==> src/rtl/mem_port_arbiter_if.sv <==
// rtl/mem_port_arbiter_if.sv - fetch/data core ports and unified memory port of the arbiter
interface mem_port_arbiter_if;
    logic        if_req;
    logic [63:0] if_addr;
    logic [31:0] if_rdata;
    logic        if_valid;
    logic        if_err;

    logic        d_req;
    logic        d_we;
    logic [63:0] d_addr;
    logic [63:0] d_wdata;
    logic [63:0] d_rdata;
    logic        d_valid;
    logic        d_err;

    logic        mem_req;
    logic [63:0] mem_addr;
    logic        mem_we;
    logic [63:0] mem_wdata;
    logic        mem_gnt;
    logic        mem_rvalid;
    logic [63:0] mem_rdata;

    // master: core ports plus memory; slave: the arbiter itself
    modport master (
        output if_req, if_addr, d_req, d_we, d_addr, d_wdata,
        input  if_rdata, if_valid, if_err, d_rdata, d_valid, d_err,
        input  mem_req, mem_addr, mem_we, mem_wdata,
        output mem_gnt, mem_rvalid, mem_rdata
    );

    modport slave (
        input  if_req, if_addr, d_req, d_we, d_addr, d_wdata,
        output if_rdata, if_valid, if_err, d_rdata, d_valid, d_err,
        output mem_req, mem_addr, mem_we, mem_wdata,
        input  mem_gnt, mem_rvalid, mem_rdata
    );
endinterface

==> src/rtl/mem_port_arbiter.sv <==
// rtl/mem_port_arbiter.sv - shares one 64-bit memory port between instruction fetch and data
module mem_port_arbiter #(
    parameter int unsigned STARVE_MAX = 4,
    parameter int unsigned TIMEOUT    = 255
) (
    input  logic              clk,
    input  logic              rst,
    mem_port_arbiter_if.slave bus
);
    localparam logic [1:0]  S_IDLE = 2'd0;
    localparam logic [1:0]  S_REQ  = 2'd1;
    localparam logic [1:0]  S_WAIT = 2'd2;
    localparam logic [1:0]  S_RESP = 2'd3;
    localparam logic [7:0]  STARVE_LIM = 8'(STARVE_MAX);
    localparam logic [15:0] TMO_LAST   = 16'(TIMEOUT - 1);

    logic [1:0]  r_state;
    logic        r_owner_d;
    logic        r_sel_hi;
    logic [63:0] r_addr;
    logic        r_we;
    logic [63:0] r_wdata;
    logic [7:0]  r_starve_cnt;
    logic [15:0] r_tmo_cnt;
    logic [31:0] r_if_rdata;
    logic        r_if_valid;
    logic        r_if_err;
    logic [63:0] r_d_rdata;
    logic        r_d_valid;
    logic        r_d_err;

    logic        w_any_req;
    logic        w_pick_data;
    logic        w_done;
    logic [63:0] w_word;
    logic        w_unused;

    // Fetch only beats data once data has won STARVE_MAX times in a row over a waiting fetch
    always_comb begin
        w_any_req   = bus.if_req | bus.d_req;
        w_pick_data = bus.d_req & ~(bus.if_req & (r_starve_cnt == STARVE_LIM));
        w_done      = bus.mem_rvalid | (r_tmo_cnt == TMO_LAST);
        w_word      = bus.mem_rvalid ? bus.mem_rdata : 64'd0;
    end

    assign w_unused = ^bus.if_addr[1:0];

    always_ff @(posedge clk) begin
        if (rst) begin
            r_state      <= S_IDLE;
            r_owner_d    <= 1'b0;
            r_sel_hi     <= 1'b0;
            r_addr       <= '0;
            r_we         <= 1'b0;
            r_wdata      <= '0;
            r_starve_cnt <= '0;
            r_tmo_cnt    <= '0;
            r_if_rdata   <= '0;
            r_if_valid   <= 1'b0;
            r_if_err     <= 1'b0;
            r_d_rdata    <= '0;
            r_d_valid    <= 1'b0;
            r_d_err      <= 1'b0;
        end else begin
            case (r_state)
                S_IDLE: begin
                    if (w_any_req) begin
                        r_state   <= S_REQ;
                        r_owner_d <= w_pick_data;
                        if (w_pick_data) begin
                            r_addr  <= bus.d_addr;
                            r_we    <= bus.d_we;
                            r_wdata <= bus.d_wdata;
                            if (bus.if_req && (r_starve_cnt != STARVE_LIM))
                                r_starve_cnt <= r_starve_cnt + 8'd1;
                        end else begin
                            r_addr       <= {bus.if_addr[63:3], 3'b000};
                            r_we         <= 1'b0;
                            r_wdata      <= '0;
                            r_sel_hi     <= bus.if_addr[2];
                            r_starve_cnt <= '0;
                        end
                    end
                end
                S_REQ: begin
                    if (bus.mem_gnt) begin
                        r_tmo_cnt <= '0;
                        r_state   <= S_WAIT;
                    end
                end
                S_WAIT: begin
                    r_tmo_cnt <= r_tmo_cnt + 16'd1;
                    if (w_done) begin
                        r_state <= S_RESP;
                        if (r_owner_d) begin
                            r_d_rdata <= w_word;
                            r_d_err   <= ~bus.mem_rvalid;
                            r_d_valid <= 1'b1;
                        end else begin
                            r_if_rdata <= r_sel_hi ? w_word[63:32] : w_word[31:0];
                            r_if_err   <= ~bus.mem_rvalid;
                            r_if_valid <= 1'b1;
                        end
                    end
                end
                default: begin
                    r_if_valid <= 1'b0;
                    r_d_valid  <= 1'b0;
                    r_state    <= S_IDLE;
                end
            endcase
        end
    end

    assign bus.mem_req   = (r_state == S_REQ);
    assign bus.mem_addr  = r_addr;
    assign bus.mem_we    = r_we;
    assign bus.mem_wdata = r_wdata;
    assign bus.if_rdata  = r_if_rdata;
    assign bus.if_valid  = r_if_valid;
    assign bus.if_err    = r_if_err;
    assign bus.d_rdata   = r_d_rdata;
    assign bus.d_valid   = r_d_valid;
    assign bus.d_err     = r_d_err;
endmodule

==> src/flat_wrapper.sv <==
// flat-port wrapper written by rule: the top's interface ports become plain ports
module mem_port_arbiter_flat 
#(
    parameter int unsigned STARVE_MAX = 4,
    parameter int unsigned TIMEOUT    = 255
)
  (clk, rst, bus_if_req, bus_if_addr, bus_d_req, bus_d_we, bus_d_addr, bus_d_wdata, bus_if_rdata, bus_if_valid, bus_if_err, bus_d_rdata, bus_d_valid, bus_d_err, bus_mem_req, bus_mem_addr, bus_mem_we, bus_mem_wdata, bus_mem_gnt, bus_mem_rvalid, bus_mem_rdata);
  mem_port_arbiter_if bus_i ();
  input  logic clk;
  input  logic rst;
  input wire logic [$bits(bus_i.if_req)-1:0] bus_if_req;
  input wire logic [$bits(bus_i.if_addr)-1:0] bus_if_addr;
  input wire logic [$bits(bus_i.d_req)-1:0] bus_d_req;
  input wire logic [$bits(bus_i.d_we)-1:0] bus_d_we;
  input wire logic [$bits(bus_i.d_addr)-1:0] bus_d_addr;
  input wire logic [$bits(bus_i.d_wdata)-1:0] bus_d_wdata;
  output wire logic [$bits(bus_i.if_rdata)-1:0] bus_if_rdata;
  output wire logic [$bits(bus_i.if_valid)-1:0] bus_if_valid;
  output wire logic [$bits(bus_i.if_err)-1:0] bus_if_err;
  output wire logic [$bits(bus_i.d_rdata)-1:0] bus_d_rdata;
  output wire logic [$bits(bus_i.d_valid)-1:0] bus_d_valid;
  output wire logic [$bits(bus_i.d_err)-1:0] bus_d_err;
  output wire logic [$bits(bus_i.mem_req)-1:0] bus_mem_req;
  output wire logic [$bits(bus_i.mem_addr)-1:0] bus_mem_addr;
  output wire logic [$bits(bus_i.mem_we)-1:0] bus_mem_we;
  output wire logic [$bits(bus_i.mem_wdata)-1:0] bus_mem_wdata;
  input wire logic [$bits(bus_i.mem_gnt)-1:0] bus_mem_gnt;
  input wire logic [$bits(bus_i.mem_rvalid)-1:0] bus_mem_rvalid;
  input wire logic [$bits(bus_i.mem_rdata)-1:0] bus_mem_rdata;
  assign bus_i.if_req = bus_if_req;
  assign bus_i.if_addr = bus_if_addr;
  assign bus_i.d_req = bus_d_req;
  assign bus_i.d_we = bus_d_we;
  assign bus_i.d_addr = bus_d_addr;
  assign bus_i.d_wdata = bus_d_wdata;
  assign bus_if_rdata = bus_i.if_rdata;
  assign bus_if_valid = bus_i.if_valid;
  assign bus_if_err = bus_i.if_err;
  assign bus_d_rdata = bus_i.d_rdata;
  assign bus_d_valid = bus_i.d_valid;
  assign bus_d_err = bus_i.d_err;
  assign bus_mem_req = bus_i.mem_req;
  assign bus_mem_addr = bus_i.mem_addr;
  assign bus_mem_we = bus_i.mem_we;
  assign bus_mem_wdata = bus_i.mem_wdata;
  assign bus_i.mem_gnt = bus_mem_gnt;
  assign bus_i.mem_rvalid = bus_mem_rvalid;
  assign bus_i.mem_rdata = bus_mem_rdata;
  mem_port_arbiter #(.STARVE_MAX(STARVE_MAX), .TIMEOUT(TIMEOUT)) u_core (.clk(clk), .rst(rst), .bus(bus_i));
endmodule
==> config.mk <==
export PLATFORM = sky130hd
export DESIGN_NAME = mem_port_arbiter_flat
export DESIGN_NICKNAME = d
export VERILOG_FILES = /design/src/rtl/mem_port_arbiter_if.sv /design/src/rtl/mem_port_arbiter.sv /design/src/flat_wrapper.sv
export SDC_FILE = /design/constraint.sdc
export NUM_CORES = 1
export LEC_CHECK = 0
export CORE_AREA = 10 10 185 187
export CTS_BUF_LIST = sky130_fd_sc_hd__clkbuf_16
export DETAILED_ROUTE_END_ITERATION = 6
export DIE_AREA = 0 0 195 197
export HOLD_SLACK_MARGIN = 0.02
export PLACE_DENSITY = 0.67
export SLEW_MARGIN = 0
export SYNTH_ARGS = -nofsm -noshare
export SYNTH_HDL_FRONTEND = slang
export SYNTH_SLANG_ARGS = --single-unit
==> constraint.sdc <==
create_clock -name clk -period 5.2 [get_ports clk]
set_clock_uncertainty 0.2 [all_clocks]
set_input_delay 1.04 -clock clk [delete_from_list [all_inputs] [get_ports clk]]
set_output_delay 1.04 -clock clk [all_outputs]
set_load 0.005 [all_outputs]
; Yosys cells after proc, flatten, opt, wreduce, memory -nomap -nowiden
; Cells that the tools add are included.
; Widths: inputs -> output; s select.
[totals]
regBits = 257
elab_cells = 68
out_inout_bits = 230
inputBits = 263
[op_classes]
mux = 19
bitwise_logic = 9
addsub = 2
reduce_logical = 13
n_eq_ne = 11
[op_table]
columns = operator, n
row1 = $mux 64, 3
row2 = $mux 32, 1
row3 = $pmux 16 s2, 1
row4 = $reduce_and 3->1, 7
row5 = $add 16x1->16 const B, 1
row6 = $eq 16x8->1 const B, 1
row7 = $mux 16, 1
row8 = $mux 8, 2
row9 = $add 8x1->8 const B, 1
row10 = $eq 8x3->1 const B, 1
row11 = $ne 2x1->1 const B, 4
row12 = $ne 8x3->1 const B, 1
row13 = $mux 2, 3
row14 = $pmux 2 s3, 1
row15 = $mux 1, 5
row16 = $not 1->1, 5
row17 = $ne 2x2->1 const B, 2
row18 = $pmux 1 s2, 2
row19 = $reduce_and 2->1, 2
row20 = $and 1x1->1, 2
row21 = $eq 2x1->1 const B, 1
row22 = $eq 2x2->1 const B, 1
row23 = $logic_not 2->1, 1
row24 = $or 1x1->1, 2
row25 = other kinds (3), 3

; Logic depth before layout (Yosys ltp)
[depth]
ltp_word = 6
mapped_depth = 9

; Worst setup path after synthesis
; No wires, ideal clock.
[synth_path]
path_type = input to register
startpoint = in bus_if_req
endpoint = reg u_core.r_wdata[26], in the netlist u_core.bus.mem_wdata[26]
slack_ns = 2.594
n_path_buf = 4
t_required_ns = 4.872
path_stages = 8
setup_ns = 0.128
arrival_time_ns = 2.278
cell_sequence = clkbuf_1 > nand4b_1 > o211a_1 > clkbuf_1 > buf_2 > buf_2 > a22oi_1 > nor2_1
[synth_between]
elab_chain_cells = 4
elab_cells_between_ends = 6
[synth_rtl]
columns = element, line
row1 = from (decl), flat_wrapper.sv:11  ; input wire logic [$bits(bus_i.if_req)-1:0] bus_if_req;
row2 = $and 1x1->1, mem_port_arbiter.sv:41  ; w_pick_data = bus.d_req & ~(bus.if_req & (r_starve_cnt == STARVE_LIM));
row3 = $not 1->1, mem_port_arbiter.sv:41
row4 = $and 1x1->1, mem_port_arbiter.sv:41
row5 = $mux 64, mem_port_arbiter.sv:70  ; if (w_pick_data) begin
row6 = to (signal assigned), mem_port_arbiter.sv:73  ; r_wdata <= bus.d_wdata;
row7 = to (decl), mem_port_arbiter.sv:22  ; logic [63:0] r_wdata;
; Parallel ways exist; a longest one is shown, timed or not.
; A chain may end at the register's enable or synchronous reset.

; Worst setup path in the final report
[layout_path]
startpoint = reg u_core.r_state[1]
endpoint = out bus_mem_req
[layout_between]
elab_chain_cells = 1
[layout_rtl]
columns = element, line
row1 = from (decl), mem_port_arbiter.sv:17  ; logic [1:0] r_state;
row2 = from (signal assigned), mem_port_arbiter.sv:50  ; r_state <= S_IDLE;
row3 = from (signal assigned), mem_port_arbiter.sv:68  ; r_state <= S_REQ;
row4 = from (signal assigned), mem_port_arbiter.sv:88  ; r_state <= S_WAIT;
row5 = $eq 2x1->1, mem_port_arbiter.sv:115  ; assign bus.mem_req = (r_state == S_REQ);
row6 = to (decl), flat_wrapper.sv:23  ; output wire logic [$bits(bus_i.mem_req)-1:0] bus_mem_req;
; Every way passes these cells.

==> results.ini <==
[worst_setup_path]
path_delay_family = buffers and inverters
cp_cell_sequence = inv_1 -> ha_1 -> clkdlybuf4s50_1
worstPathMaxFanout = 8
slowest_delay_ns = 0.60
cp_num_buf_inv = 2
critical_path_required_ns = 3.96
cp_slowest_cell = clkdlybuf4s50_1
worstSetupPathType = register to primary output
start_kind = register
crit_arrival_ns = 1.92
endpoint_kind = primary output

[sta]
drv_slew = 0
setup_viol = 0
relSlewSlack_pct = 22.87
fmax_ghz = 0.3164
worst_pin_slew_ns = 1.157
fin_crit_sh_pct = 60.78
fin_setup_tns_ns = 0
rsz0062_at_grt = no
min_period_ns = 3.160
hold_viol = 0

[clock_network]
clk_latency_ns = 0.56
cts-root-buf = clkbuf_16
postCtsHoldBufs = 0
clk_path_buf_depth = 3
clock-sinks = 257
cts_resized = 0
cts_setup_buffers = 0
cts.clk_slew.worst_paths_ns = 0.06
h-tree-depth = 1
numCtsBuffers = 30
cts_tree = yes

[routing]
viasPerCell = 5.019
drc = 0
routed_wl_microns = 38220
dr.pass1.iters = 5
ant_nets = 0
wl_per_cell_microns = 20.67
drt_iter0_markers = 528
vias = 9280

[synthesis]
synthCells = 986
yosysWarningCount = 0
ys.flop_type = dfxtp_1
netlist_area_sq_mm = 0.009577
yosysSeqAreaShare_pct = 53.72
syn_area_per_cell_sq_um = 9.713
synth_edf_count = 0
synth_nets = 1257
ys_ff_latch = 257
synth.distinct_cells = 51
async_reset_ff_share_pct = 0

[layout]
areaGrowthSynthToFinish_pct = 63.25
nNetsFinal = 1705
drive_above_1_share_pct = 4.061
final_area_sq_mm = 0.01563
antennaDiodeCount = 0

[pwr]
power.total_mw = 6.289
pwr-share-clk_pct = 30.2
power.internal_mw = 4.299
seqPwrFrac_pct = 38.1
power.density_mw_per_mm2 = 402.3
p_switching_mw = 1.990
p_comb_share_pct = 31.7
power.leakage_nw = 5.618
p_sw_share_pct = 31.64
peakVddDrop_uv = 312.9

[place]
portBuffers = 490
globalplace.congestion = 0.8355
place_area_sq_mm = 0.01476
dpl.hpwl_microns = 28250

[run]
cap_violations = 0

[grt]
antenna_found_initial = 0
grt_pass1_wl_microns = 57330
grt-ovfl-total = 0
grt_max_degree = 97
grt_pass1_vias = 9500
track_usage_pct = 18.47

[floorplan]
pin_count = 493
initial_core_util_pct = 31.47
core-area_sq_mm = 0.03043
die_area_sq_mm = 0.03842
fp.dieH_microns = 197
die_w_microns = 195
rows = 64

[hold_path]
holdCritPathClass = register to register

[run_status]
status = finished clean

## final timing paths
| path | start | to | slack (ns) | cells past startpoint |
|---|---|---|---|---|
| setup / recovery | u_core.r_state[1] | bus_mem_req | 2.04 | 3 |
| hold / removal | u_core.bus.mem_addr[25] | u_core.bus.mem_addr[25] | 0.25 | 2 |
| setup reg to reg | u_core.r_state[0] | u_core.r_starve_cnt[6] | 2.32 | 6 |
| hold reg to reg | u_core.bus.mem_addr[25] | u_core.bus.mem_addr[25] | 0.25 | 2 |
## kinds of logic after synthesis
family	share of synthesized area [%]
muxes	3.815
buffers and inverters	4.089
xor gates and xnor gates	1.097
DFF	53.72
adders and majority gates	1.045
AOI/OAI and AO/OA	23.78
and+or+nand+nor	12.45
## Yosys cell counts (2+ instances only)
cell type	instances	area, sq um
a311oi_1	33	289.0
mux2i_1	34	340.3
o21a_1	2	15.01
or4_1	4	30.03
nor2_1	122	457.9
nand2_1	107	401.6
clkbuf_1	65	244.0
o2bb2ai_1	32	280.3
o21ai_0	8	40.04
and3_1	2	12.51
xor2_1	2	17.52
or3_1	4	25.02
nand2b_1	4	25.02
o31ai_1	3	22.52
a22o_1	64	560.5
a32oi_1	28	245.2
a211oi_1	2	15.01
a21oi_1	44	220.2
and4_1	2	17.52
nor3_1	8	40.04
a22oi_1	68	510.5
nor2b_1	4	25.02
buf_2	19	95.09
xnor2_1	10	87.58
nor3b_1	2	15.01
inv_1	11	41.29
ha_1	8	100.1
nand4_1	2	12.51
nor4_1	3	18.77
o21ai_1	2	10.01
nand3_1	11	55.05
dfxtp_1	257	5145
## cells in the final DEF, fill, tap and decap left out, drive strengths merged, types with 3 or more instances in the layout
cell	count
a311oi	33
ha	8
a21oi	45
nand3	11
nand2	107
clkbuf	30
o2bb2ai	32
a32oi	28
o31ai	3
nand2b	4
nor4	3
or3	4
clkdlybuf4s50	489
a22o	64
buf	13
nor2b	4
xnor2	10
nor3	8
clkinv	10
dfxtp	257
mux2i	35
o21ai	10
or4	4
inv	19
a22oi	68
nor2	122
## area by class of cell
class / instances / area (sq um)
tap: 396 / 495.5
clock inverter: 21 / 125.1
fill: 2753 / 14800
timing repair buffer: 502 / 4992
multi-input combinational: 632 / 4083
sequential: 257 / 5146
clock buffer: 30 / 750.7
inverter: 11 / 41.29
## layer usage
| layer | vias up | track usage (%) | wire length (microns) | share of wire [%] |
|---|---|---|---|---|
| li1 | 4503 | - | - | - |
| met1 | 4387 | 20.62 | 14630 | 38 |
| met2 | 325 | 31.89 | 18990 | 50 |
| met3 | 65 | 6.585 | 3297 | 8.6 |
| met4 | 0 | 6.561 | 1293 | 3.4 |
| met5 | - | 0 | 0 | 0 |
## worst reg2reg max path, delay by kind of cell (launching register included)
| kind | cells | cell delay [ns] |
|---|---|---|
| AND/OR/NAND/NOR | 2 | 0.72 |
| buffers and inverters | 2 | 0.62 |
| AO/OA/AOI/OAI | 1 | 0.36 |
| adder cells (fa/ha/maj) | 1 | 0.53 |
| flip-flops | 1 | 0.34 |
## state kept, by name, summed over array words and instances, names as in the netlist
signal,flops
u_core.bus.d_err,1
u_core.r_tmo_cnt,16
u_core.bus.mem_addr,64
u_core.bus.d_rdata,64
u_core.r_starve_cnt,8
u_core.r_owner_d,1
u_core.bus.if_err,1
u_core.bus.mem_wdata,64
u_core.r_state,2
u_core.bus.if_rdata,32
u_core.bus.d_valid,1
u_core.r_sel_hi,1
u_core.bus.if_valid,1
u_core.bus.mem_we,1
## power groups by stage
stage	clock, mW	combinational [mW]	sequential, mW
after floorplan	0	0.950	2.45
after global placement	0	1.99	2.42
after detailed placement	0	2.02	2.43
after CTS	1.96	2.03	2.40
after global routing	2.03	2.18	2.43
final	1.90	1.99	2.40
## through the flow
stage	setup slack [ns]	instances	utilization, %	hold slack, ns
4_1_cts	2.014	1849	51.38	0.2505
3_3_place_gp	1.517	1798	48.50	0.2392
6_report	2.040	1849	51.38	0.2517
5_1_grt	1.889	1849	51.38	0.2679
2_1_floorplan	2.594	986	-	0.2483
3_5_place_dp	1.479	1798	48.50	0.2425
Power figures use the tool's default switching activity.
